**config.mk**
```make
export PLATFORM = sky130hd
export DESIGN_NAME = shift_sequencer
export DESIGN_NICKNAME = d
export VERILOG_FILES = /design/src/rtl/shift_seq_pkg.sv /design/src/rtl/shift_stage.sv /design/src/rtl/shift_sequencer.sv
export SDC_FILE = /design/constraint.sdc
export NUM_CORES = 1
export LEC_CHECK = 0
export CORE_MARGIN = 8
export CORE_UTILIZATION = 30
export CTS_CLUSTER_SIZE = 24
export DETAILED_ROUTE_END_ITERATION = 12
export GPL_TIMING_DRIVEN = 0
export PLACE_DENSITY_LB_ADDON = 0.12
export REMOVE_ABC_BUFFERS = 1
export SYNTH_ARGS = -nofsm -noshare
export SYNTH_HDL_FRONTEND = slang
export SYNTH_SLANG_ARGS = --single-unit
```
**constraint.sdc**
```tcl
create_clock -name clk -period 2 [get_ports clk]
set_clock_uncertainty 0.15 [all_clocks]
set_input_delay 0.4 -clock clk [delete_from_list [all_inputs] [get_ports clk]]
set_output_delay 0.4 -clock clk [all_outputs]
set_load 0.05 [all_outputs]
```
**src/rtl/shift_seq_pkg.sv**
```systemverilog
// Shared encodings for the shift sequencer: operation codes, FSM states and
// the stage-selection helper used when stage skipping (SHIFT_SEQ_SKIP_EN) is built in.
package shift_seq_pkg;

    localparam int unsigned DATA_W = 16;

    typedef enum logic [1:0] {
        OP_SLL = 2'b00,
        OP_SRL = 2'b01,
        OP_SRA = 2'b10,
        OP_ROL = 2'b11
    } op_t;

    typedef enum logic [2:0] {
        IDLE = 3'd0,
        S8   = 3'd1,
        S4   = 3'd2,
        S2   = 3'd3,
        S1   = 3'd4,
        DONE = 3'd5
    } state_t;

    // Highest stage whose count bit is still set, or DONE when none remain.
    function automatic state_t first_stage(input logic [3:0] bits);
        if (bits[3])      return S8;
        else if (bits[2]) return S4;
        else if (bits[1]) return S2;
        else if (bits[0]) return S1;
        else              return DONE;
    endfunction

endpackage

```
**src/rtl/shift_stage.sv**
```systemverilog
// One fixed-distance stage of the sequential barrel shifter; passes data
// through unchanged when not enabled.
module shift_stage
    import shift_seq_pkg::*;
#(
    parameter int unsigned amount = 1
) (
    input  logic [DATA_W-1:0] data,
    input  op_t               Op,
    input  logic              enable,
    output logic [DATA_W-1:0] result
);

    // NOTE: every path assigns result first, so no latch is inferred.
    always_comb begin
        result = data;
        if (enable) begin
            case (Op)
                OP_SLL:  result = data << amount;
                OP_SRL:  result = data >> amount;
                // Each stage re-extends the current bit 15, which an arithmetic
                // shift never changes, so the captured sign propagates.
                OP_SRA:  result = DATA_W'($signed(data) >>> amount);
                OP_ROL:  result = (data << amount) | (data >> (DATA_W - amount));
                default: result = data;
            endcase
        end
    end

endmodule

```
**src/rtl/shift_sequencer.sv**
```systemverilog
// Multi-cycle shifter: operand walks through stages 8/4/2/1, one per cycle.
// Define SHIFT_SEQ_SKIP_EN to skip stages whose count bit is zero.
module shift_sequencer
    import shift_seq_pkg::*;
(
    input  logic              clk,
    input  logic              rst,
    input  logic              start,
    input  logic [1:0]        Op,
    input  logic [DATA_W-1:0] In,
    input  logic [3:0]        Cnt,
    output logic              busy,
    output logic              done,
    output logic [DATA_W-1:0] Out
);

    state_t            state_q, state_d, entry_state;
    logic [DATA_W-1:0] data_q;
    op_t               op_q;
    logic [3:0]        cnt_q;
    logic              accept;
    logic [DATA_W-1:0] s8_out, s4_out, s2_out, s1_out;

    assign accept = start && (state_q == IDLE || state_q == DONE);

`ifdef SHIFT_SEQ_SKIP_EN
    assign entry_state = first_stage(Cnt);
`else
    assign entry_state = S8;
`endif

    always_comb begin
        state_d = state_q;
        busy    = 1'b0;
        done    = 1'b0;
        case (state_q)
            IDLE: state_d = accept ? entry_state : IDLE;
            DONE: begin
                done    = 1'b1;
                state_d = accept ? entry_state : IDLE;
            end
`ifdef SHIFT_SEQ_SKIP_EN
            S8: begin busy = 1'b1; state_d = first_stage({1'b0, cnt_q[2:0]}); end
            S4: begin busy = 1'b1; state_d = first_stage({2'b0, cnt_q[1:0]}); end
            S2: begin busy = 1'b1; state_d = first_stage({3'b0, cnt_q[0]});   end
`else
            S8: begin busy = 1'b1; state_d = S4; end
            S4: begin busy = 1'b1; state_d = S2; end
            S2: begin busy = 1'b1; state_d = S1; end
`endif
            S1: begin busy = 1'b1; state_d = DONE; end
            default: state_d = IDLE;
        endcase
    end

    // Stages are chained, but only the one matching the current state is enabled,
    // so s1_out is the data register after this cycle's single stage.
    shift_stage #(.amount(8)) u_stage8 (
        .data(data_q), .Op(op_q), .enable(state_q == S8 && cnt_q[3]), .result(s8_out));
    shift_stage #(.amount(4)) u_stage4 (
        .data(s8_out), .Op(op_q), .enable(state_q == S4 && cnt_q[2]), .result(s4_out));
    shift_stage #(.amount(2)) u_stage2 (
        .data(s4_out), .Op(op_q), .enable(state_q == S2 && cnt_q[1]), .result(s2_out));
    shift_stage #(.amount(1)) u_stage1 (
        .data(s2_out), .Op(op_q), .enable(state_q == S1 && cnt_q[0]), .result(s1_out));

    // NOTE: sequential state uses non-blocking assignments so every register
    // samples pre-edge values regardless of statement order.
    always_ff @(posedge clk) begin
        if (rst) begin
            state_q <= IDLE;
            data_q  <= '0;
            op_q    <= OP_SLL;
            cnt_q   <= '0;
        end else begin
            state_q <= state_d;
            if (accept) begin
                data_q <= In;
                op_q   <= op_t'(Op);
                cnt_q  <= Cnt;
            end else if (busy) begin
                data_q <= s1_out;
            end
        end
    end

    assign Out = data_q;

endmodule

```
==> impl_metrics.json <==
{
  "switchingPower_w": 0.001607,
  "final_common_cell": "buf_4",
  "core_mm2": 0.009065,
  "cpMostUsedCell": "buf_4",
  "async_flop_share_pct": 0,
  "portBuffers": 42,
  "ys.flop_type": "dfxtp_1",
  "max_cap_viol_count": 0,
  "first_iter_violations": 605,
  "slew_headroom_pct": 29.83,
  "netlist_area_mm2": 0.002755,
  "nNetsFinal": 501,
  "critPathBufInv": 2,
  "ys_types": 74,
  "nFillCells": 846,
  "ys_seq_area_share_pct": 18.17,
  "end_kind": "flop",
  "start_kind": "flop",
  "rows": 35,
  "p_clk_share_pct": 11.8,
  "die_w_um": 111.8,
  "netSwitchingFraction_pct": 51.78,
  "setup_viol": 16,
  "synth_enable_flop_cells": 0,
  "htree_levels": 1,
  "grt_overflow": 0,
  "antenna_found_initial": 0,
  "drc": 0,
  "diodes": 0,
  "dp_slack_ps": -1735,
  "p_total_w": 0.003104,
  "register_area_um2": 526.8,
  "hp-class": "flop to flop",
  "clk_pin_slew_ps": 120,
  "postSynthCellCount": 385,
  "required_ps": 1990,
  "crit_family": "compound AO/OA/AOI/OAI gates",
  "drtAntennaViolNets": 0,
  "avgViaCountPerCell": 6.898,
  "clockBufferDepth": 2,
  "syn_area_per_cell_um2": 7.156,
  "ios": 43,
  "synth_area_leaders": "dfxtp_1 (18%), nand2_1 (6.3%), a21oi_1 (5.6%)",
  "synth_top_area_share_pct": 18.17,
  "dp_hpwl_mm": 7.702,
  "worst_pin_slew_ps": 1053,
  "cp.arrival_ps": 2470,
  "p_comb_share_pct": 62.7,
  "status": "finished, violations left",
  "violations": "setup timing",
  "cts_sinks": 25,
  "hold_viol_final": 0,
  "power.density_mw_per_mm2": 671.3,
  "fmax_mhz": 401.8,
  "critPathKind": "flop to flop",
  "ys_ff_latch": 25,
  "grt_start_max_net_pins": 22,
  "root_buffer": "clkbuf_8",
  "p_int_w": 0.001497,
  "totalWireLength_mm": 15.29,
  "grt_first_pass_wirelength_mm": 22.41,
  "finalWeightedCongestion": 0.8634,
  "synth_area_leader_cell": "dfxtp_1",
  "multiInputGateArea_mm2": 0.002784,
  "wl_per_cell_um": 26.09,
  "final_cell_mix": "buf_4 (61), nand2_1 (42), a21oi_1 (24)",
  "fin_ws_ps": -488.7,
  "path_cells": "buf_4, buf_4, nand4bb_4, o21ai_0, a21oi_2, o21a_1, a211oi_2, o22ai_1",
  "layout-drive-gt1-share_pct": 40.63,
  "fp.dieH_um": 111.8,
  "fin_crit_sh_pct": 124.4,
  "cts_hold_repair.buffers": 0,
  "cpPeakStageDelay_ps": 430,
  "yosys_warnings": 0,
  "die-area_mm2": 0.01251,
  "drt_pass1_iterations": 9,
  "cp_max_fo": 15,
  "cp_slowest_cell": "dfxtp_4",
  "clock_latency_ps": 290,
  "first_global_vias": 3881,
  "syn_to_final_growth_pct": 67.80,
  "gr-usage-all-layers_pct": 22.75,
  "cts_tree": "built",
  "vdd_ir_drop_max_v": 0.0003343,
  "cts-buffers-inserted": 3,
  "slew_viol_final": 0,
  "start_util_pct": 30.39,
  "seq_power_share_pct": 25.5,
  "leakage_nw": 1.601,
  "final.min_clock_period_ps": 2489,
  "vias": 4042,
  "rsz0062_at_grt": "yes"
}
path summary, 6_finish.rpt:
kind              startpoint  endpoint  slack [ps]  cells past startpoint
setup / recovery  state_q[1]   Out[10]        -490                      8
hold / removal      cnt_q[0]  cnt_q[0]         340                      2
setup reg to reg  state_q[1]   Out[10]        -490                      8
hold reg to reg     cnt_q[0]  cnt_q[0]         340                      2
metal layers:
metal  routed length, µm  GRT usage (%)  vias to the layer above
li1                    -              -                     1696
met3                1625          4.437                       89
met1                5821          28.01                     1919
met2                6928          36.35                      338
met5                   0              0                        -
met4                 913          12.76                        0
synthesized netlist by cell type, types with 2 or more instances:
master     instances
and3b_1            2
o22ai_1            5
mux2_2             5
clkbuf_1          13
a22oi_1            2
o211a_1            3
nand3b_1           2
a41oi_1            2
a221o_1            3
o2111ai_1          3
xnor2_1            3
a21oi_1           31
a2111oi_0          3
nor4_1             3
o221ai_1          10
a221oi_1           5
nand2_1           46
a21o_1             2
nand3_1           13
o21ai_0           23
buf_1              5
a31oi_1            9
nor2_1            31
nand4bb_1          2
mux2i_1           12
o211ai_1           4
a211o_1            2
buf_4              4
a32o_1             3
buf_2             19
a211oi_1          17
o31ai_1            3
o311ai_0           3
o32ai_1            2
dfxtp_1           25
inv_1              5
o21a_1             5
and3_1             6
a311oi_1           3
nor3_1            12
cell families (layout without fill, tap and decap cells):
family                    Yosys count  after routing  share of synthesized area (%)
buffers and inverters              47            129                          8.084
xor gates and xnor gates            6              8                          2.862
and+or+nand+nor                   131            137                          23.03
DFF                                25             25                          18.17
muxes                              17             17                          6.403
AOI/OAI and AO/OA                 159            159                          41.46
worst register-to-register path, stage by stage (launching register included):
cell	delay, ps
dfxtp_4	430
buf_4	130
buf_4	110
nand4bb_4	360
o21ai_0	270
a21oi_2	100
o21a_1	240
a211oi_2	370
o22ai_1	170
sequential cells by signal, indices dropped and copies added, names as in the netlist:
register,cells
cnt_q,4
state_q,3
Out,16
op_q,2
through the flow:
stage	cell area (µm²)	TNS (ps)	cells	utilization, %	hold slack (ps)
3_3_place_gp	3110	-69970	496	34.31	308.3
6_report	4623	-6175	586	51.00	342.0
4_1_cts	4278	-4928	573	47.19	340.4
3_5_place_dp	3159	-27840	497	34.85	312.9
2_1_floorplan	2551	-40950	343	-	288.1
5_1_grt	4623	-7585	586	51.00	368.1
power by group through the flow:
stage                     Clock, W  Sequential (W)  Combinational, W
after detailed placement         0        0.000777           0.00130
after global routing      0.000391        0.000802           0.00203
after floorplan                  0        0.000916          0.000676
final                     0.000366        0.000791           0.00195
after global placement           0        0.000770           0.00130
after CTS                 0.000366        0.000770           0.00172
area by class of cell:
| class | count | area share [%] |
|---|---|---|
| repair buffers | 120 | 23.92 |
| clock inverters | 1 | 0.1624 |
| flip-flops and latches | 25 | 11.39 |
| inverters | 5 | 0.4060 |
| multi-input cells | 321 | 60.22 |
| well taps | 111 | 3.004 |
| clock buffers | 3 | 0.8931 |
timing repair:
| action | CTS | global route |
|---|---|---|
| pin swaps | 37 | 40 |
| gates cloned | 9 | 0 |
| gates resized for setup | 141 | 54 |
| buffers inserted | 63 | 14 |
| endpoints found under the setup margin | 40 | 22 |
| hold endpoints to repair | 0 | 0 |
No activity file was read; power rests on OpenSTA's default activity.
